### src/rtl/req_gnt_chk_pkg.sv
// Shared types for the req/gnt latency checker: channel FSM states, fail codes
// and the per-channel event payload.
package req_gnt_chk_pkg;

    localparam int unsigned CODE_W = 2;

    typedef enum logic [0:0] {
        IDLE = 1'b0,
        WAIT = 1'b1
    } chk_state_e;

    typedef enum logic [CODE_W-1:0] {
        EARLY    = 2'd0,
        TIMEOUT  = 2'd1,
        DROP     = 2'd2,
        SPURIOUS = 2'd3
    } fail_code_e;

    // One channel's verdict for one cycle
    typedef struct packed {
        logic       pass;
        logic       fail;
        fail_code_e code;
    } chk_evt_t;

endpackage

### src/rtl/req_gnt_chan.sv
// One req/gnt channel: IDLE/WAIT FSM with a latency counter and a registered
// pass/fail/code pulse. The unregistered verdict also feeds the shared counters.
module req_gnt_chan
    import req_gnt_chk_pkg::*;
#(
    parameter int unsigned MIN_LAT  = 2,
    parameter int unsigned MAX_LAT  = 8,
    parameter int unsigned REQ_HOLD = 1
) (
    input  logic     clk,
    input  logic     rst_n,
    input  logic     enable_i,
    input  logic     req_i,
    input  logic     gnt_i,
    output logic     pass_c_o,
    output logic     fail_c_o,
    output chk_evt_t evt_o
);

    localparam int unsigned      LAT_W = $clog2(MAX_LAT + 2);
    localparam logic [LAT_W-1:0] MIN_L = LAT_W'(MIN_LAT);
    localparam logic [LAT_W-1:0] MAX_L = LAT_W'(MAX_LAT);
    localparam bit               HOLD  = (REQ_HOLD != 0);

    chk_state_e       state_q, state_d;
    logic [LAT_W-1:0] lat_q, lat_d;
    chk_evt_t         evt_q, evt_d;

    // State register
    always_ff @(posedge clk or negedge rst_n) begin
        if (!rst_n) begin
            state_q <= IDLE;
            lat_q   <= '0;
            evt_q   <= '0;
        end else begin
            state_q <= state_d;
            lat_q   <= lat_d;
            evt_q   <= evt_d;
        end
    end

    // Next state; lat tracks cycles since acceptance while in WAIT
    always_comb begin
        state_d = state_q;
        lat_d   = lat_q;
        if (!enable_i) begin
            state_d = IDLE;
            lat_d   = '0;
        end else begin
            case (state_q)
                IDLE: begin
                    lat_d = '0;
                    if (req_i && !gnt_i) begin
                        state_d = WAIT;
                        lat_d   = LAT_W'(1);
                    end
                end
                WAIT: begin
                    if (gnt_i || (lat_q == MAX_L) || (HOLD && !req_i)) begin
                        state_d = IDLE;
                        lat_d   = '0;
                    end else begin
                        lat_d = lat_q + LAT_W'(1);
                    end
                end
                default: begin
                    state_d = IDLE;
                    lat_d   = '0;
                end
            endcase
        end
    end

    // Verdict for this cycle; grant beats timeout beats drop
    always_comb begin
        evt_d = '0;
        if (enable_i) begin
            case (state_q)
                IDLE: begin
                    if (req_i && gnt_i) begin
                        if (MIN_LAT == 0) begin
                            evt_d.pass = 1'b1;
                        end else begin
                            evt_d.fail = 1'b1;
                            evt_d.code = EARLY;
                        end
                    end else if (!req_i && gnt_i) begin
                        evt_d.fail = 1'b1;
                        evt_d.code = SPURIOUS;
                    end
                end
                WAIT: begin
                    if (gnt_i) begin
                        if (lat_q < MIN_L) begin
                            evt_d.fail = 1'b1;
                            evt_d.code = EARLY;
                        end else begin
                            evt_d.pass = 1'b1;
                        end
                    end else if (lat_q == MAX_L) begin
                        evt_d.fail = 1'b1;
                        evt_d.code = TIMEOUT;
                    end else if (HOLD && !req_i) begin
                        evt_d.fail = 1'b1;
                        evt_d.code = DROP;
                    end
                end
                default: evt_d = '0;
            endcase
        end
    end

    assign pass_c_o = evt_d.pass;
    assign fail_c_o = evt_d.fail;
    assign evt_o    = evt_q;

endmodule

### config.mk
export PLATFORM = sky130hd
export DESIGN_NAME = req_gnt_chan
export DESIGN_NICKNAME = d
export VERILOG_FILES = /design/src/rtl/req_gnt_chk_pkg.sv /design/src/rtl/req_gnt_chan.sv
export SDC_FILE = /design/constraint.sdc
export NUM_CORES = 1
export LEC_CHECK = 0
export BUFFER_PORTS_ARGS = -buffer_cell sky130_fd_sc_hd__buf_2
export CAP_MARGIN = 30
export CORE_ASPECT_RATIO = 0.8
export CORE_MARGIN = 5
export CORE_UTILIZATION = 26
export CTS_BUF_LIST = sky130_fd_sc_hd__clkbuf_16
export CTS_CLUSTER_DIAMETER = 30
export DETAILED_ROUTE_END_ITERATION = 7
export HOLD_SLACK_MARGIN = 0.03
export PLACE_DENSITY = 0.52
export SLEW_MARGIN = 20
export SYNTH_ARGS = -nofsm -noshare
export SYNTH_HDL_FRONTEND = slang
export SYNTH_SLANG_ARGS = --single-unit
### constraint.sdc
create_clock -name clk -period 4.2 [get_ports clk]
set_clock_uncertainty 0.2 [all_clocks]
set_input_delay 1.05 -clock clk [delete_from_list [all_inputs] [get_ports clk]]
set_output_delay 1.05 -clock clk [all_outputs]
set_load 0.01 [all_outputs]
# Yosys cells after proc, flatten, opt, wreduce, memory -nomap -nowiden
# Cells that the tools add are included.
dict set report classes {
  order_cmp 1
  n_addsub 1
  muxes 19
  eq_ne 1
  bitwise 1
  n_reduce_logical 7
}
# op n
set op_table {}
lappend op_table {{$mux 3} 6}
lappend op_table {{$mux 4} 3}
lappend op_table {{$pmux 4 s2} 1}
lappend op_table {{$mux 1} 7}
lappend op_table {{$pmux 3 s2} 1}
lappend op_table {{$add 4x1->4 const B} 1}
lappend op_table {{$eq 4x4->1 const B} 1}
lappend op_table {{$lt 4x2->1 const B} 1}
lappend op_table {{$logic_and 1x1->1} 3}
lappend op_table {{$logic_not 1->1} 2}
lappend op_table {{$logic_or 1x1->1} 2}
lappend op_table {{$pmux 1 s2} 1}
lappend op_table {{$not 1->1} 1}
dict set report totals {
  elab_cells 35
  in_bits 5
  ff_bits 9
  out_inout_bits 6
}

# Longest topological paths before layout
dict set report depth {
  ltp_word 6
  depth_mapped 5
}

# Worst setup path before layout
# No wires, ideal clock.
dict set report synth_timing {
  path_kind {input to output}
  from {input port gnt_i}
  to {output port fail_c_o}
  path_buffers 0
  t_required_ns 2.950
  slack_ns 1.389
  cell_stages 3
  arrival_time_ns 1.561
  path_cell_list {and2b_1 o21ai_0 a21boi_1}
}
dict set report synth_between {
  elab_chain_cells 5
  elab_cells_between_ends 7
  classes_between {mux (5); reduce/logical (2)}
}
# item line
set synth_rtl {}
lappend synth_rtl {{start: declaration} req_gnt_chan.sv:14} ;# input logic gnt_i,
lappend synth_rtl {{$logic_and 1x1->1} req_gnt_chan.sv:87} ;# end else if (!req_i && gnt_i) begin
lappend synth_rtl {{$mux 3} req_gnt_chan.sv:87}
lappend synth_rtl {{$mux 3} req_gnt_chan.sv:80} ;# if (req_i && gnt_i) begin
lappend synth_rtl {{$pmux 3 s2 *} req_gnt_chan.sv:78} ;# case (state_q)
lappend synth_rtl {{$mux 4 *} req_gnt_chan.sv:77} ;# if (enable_i) begin
lappend synth_rtl {{end: declaration} req_gnt_chan.sv:16} ;# output logic fail_c_o,
# Mark *: on every way between the ends. The rest lies on a longest branch, timed or not.

# Worst setup path in the final report
# Ends and elaborated chain as after synthesis.

==> results by group <==
Worst setup path
  • Peak fanout along the critical path: 6
  • Critical-path cell list: buf_2 -> and2b_1 -> o21ai_0 -> a21boi_1 -> buf_2
  • Critical Path Max Stage Delay: 0.22 ns
  • Slowest CP cell: and2b_1
  • Largest delay share family, worst path: buffers and inverters
  • Setup CP Type: input pin to output pin
  • Startpoint Class: input pin
  • Reg2reg setup slack: 2.70 ns
  • WP data arrival: 1.78 ns
  • CP Buf/Inv Count: 2
  • WP data required: 2.95 ns
  • Cell repeated most along the worst path: buf_2
  • Critical path endpoint category: output pin

Clock tree
  • TritonCTS Sinks: 9
  • Reg clk slew, reported paths: 0.04 ns
  • CTS tree: yes
  • Root Buffer: clkbuf_16
  • CTS Buffer Depth: 2
  • Clock Latency Late Sink: 0.23 ns
  • Post_cts resized: 0
  • Htree depth: 1
  • Post-CTS Setup Repair Bufs: 0
  • Cts hold-fix bufs: 0
  • CTS buffer count: 3

Power
  • PwrDens: 454 mW/mm^2
  • Max VDD drop: 218 uV
  • Tot Pwr: 0.267 mW
  • Leak: 0.292 nW

Synth
  • Post-Synthesis Cell Area: 433 sq um
  • Mapped Cells: 40
  • Area leader, netlist: dfrtp_1
  • Syn_nets: 47
  • Register bit total from synthesis: 9
  • Top post-synthesis cells by area: dfrtp_1 52%, ha_1 5.8%, nand4b_1 4.0%
  • Yosys Warn Count: 0
  • Post-synth EDFFs: 0
  • Avg Inst Size Synth: 10.8 sq um
  • Seq/Total Area, Yosys: 52.0%
  • Post-synth ARST share: 100%
  • Main synth FF type: dfrtp_1
  • Synth cell types: 21
  • Post-synth top area share: 52.0%

Place
  • Pre-CTS setup slack: 1.16 ns
  • Port Buf Inserts: 10
  • DP HPWL: 691 um
  • DP Cell Count: 72
  • Routability cong.: 0.750

Global routing
  • Grt total ovfl: 0
  • First-pass GRT wire length: 1.46 mm
  • Initial antenna violation count: 0
  • Total GRT Usage: 8.27%
  • Vias in the first global route: 320
  • Largest net degree at the start of global routing: 10

Drt
  • Drt first pass iters: 4
  • Post-DRT Antenna Nets: 0
  • Total Wirelength: 876 um
  • Vias per inst: 4.47
  • Routed len/inst: 11.5 um
  • Total number of vias: 340
  • DRT iter0 DRCs: 8
  • Drc violations: 0

STA
  • Rel. slew slack: 79.8%
  • Final period util: 72.2%
  • Fin. Hold Viols: 0
  • Post-route minimum period: 3.03 ns
  • Tightest Pin Transition: 0.301 ns
  • Max Clk Rate: 330 MHz
  • TNS Setup: 0 ns
  • Final hold slack: 0.353 ns
  • RSZ-0062 raised after global routing: no
  • Slew Limit Fails: 0
  • Worst Setup Slack, final: 1.17 ns
  • Setup-failing EPs final: 0

Floorplan
  • Initial core utilization: 26.9%
  • Chip Width: 55.6 um
  • Die area: 0.00259 sq mm
  • Row cnt: 13
  • # IOs: 11
  • Core footprint: 0.00161 sq mm
  • Die H: 46.5 um

Cells and area
  • Final non-filler cell total: 76
  • Antenna diodes: 0
  • Area grow syn2layout: 36.1%
  • # nets final: 62
  • Filler Cell Count: 161
  • Layout cell share with drive strength beyond 1: 25.9%

Outcome
  • Status: finished, final reports clean

Hold path
  • Worst min path class: register to register

Flow run
  • Max cap viols: 0
==> kinds of logic after synthesis <==
| family | synth area share [%] |
|---|---|
| flops | 52.0 |
| buf+inv | 2.60 |
| fa+ha+maj | 5.78 |
| compound gates | 13.0 |
| simple gates | 24.6 |
| xor+xnor | 2.02 |
==> stage by stage <==
step / utilization, % / instance area, sq um
5_1_grt: 36.6 / 589
6_report: 36.6 / 589
4_1_cts: 36.6 / 589
3_3_place_gp: 31.7 / 510
2_1_floorplan: - / 433
3_5_place_dp: 31.7 / 510
==> power by group <==
part	internal, mW	switching (mW)
registers	0.0892	0.00115
logic	0.00565	0.00780
clock network	0.124	0.0394
==> synthesized netlist by cell type (all sizes together) (2+ instances only) <==
cell type / count
ha: 2
nand2: 3
dfrtp: 9
nand4b: 2
nor3b: 2
inv: 3
nand3b: 2
a21oi: 3
nor2b: 2
==> metal layers <==
layer | vias to the layer above | global-route usage, % | wire, um
met5 | - | 0 | 0
met4 | 0 | 5.83 | 17
met3 | 4 | 6.16 | 68
met2 | 8 | 10.8 | 404
met1 | 157 | 9.21 | 385
li1 | 171 | - | -
==> final cells by class <==
class	count	area [sq um]	area share [%]
clock buffer	3	75.1	12.7
clock inverter	1	3.75	0.637
inverter	3	11.3	1.91
multi-input combinational	28	196	33.3
sequential	9	225	38.2
tap	22	27.5	4.67
timing repair buffer	10	50.0	8.49
==> cell usage in the layout, fill, tap and decap left out, types with 2 or more instances in the layout <==
| cell | Yosys | routed |
|---|---|---|
| ha_1 | 2 | 2 |
| nand2_1 | 3 | 3 |
| clkbuf_16 | 0 | 3 |
| nand4b_1 | 2 | 2 |
| inv_1 | 3 | 4 |
| nor3b_1 | 2 | 2 |
| nor2b_1 | 2 | 2 |
| a21oi_1 | 3 | 3 |
| dfrtp_1 | 9 | 9 |
| buf_2 | 0 | 10 |
| nand3b_1 | 2 | 2 |
==> final timing paths <==
path | depth (start not counted) | to | start
max in group asynchronous | 1 | evt_o[1]$_DFF_PN0_ | rst_n
max reg2reg | 5 | evt_o[2]$_DFF_PN0_ | lat_q[0]$_DFF_PN0_
min | 1 | state_q$_DFF_PN0_ | state_q$_DFF_PN0_
min reg2reg | 1 | state_q$_DFF_PN0_ | state_q$_DFF_PN0_
max | 5 | fail_c_o | gnt_i
min in group asynchronous | 1 | evt_o[2]$_DFF_PN0_ | rst_n
==> flip-flops by register name, summed over array words and instances (netlist names) <==
| register | cells |
|---|---|
| state_q | 1 |
| lat_q | 4 |
| evt_o | 4 |
No activity file was read; power rests on OpenSTA's default activity.
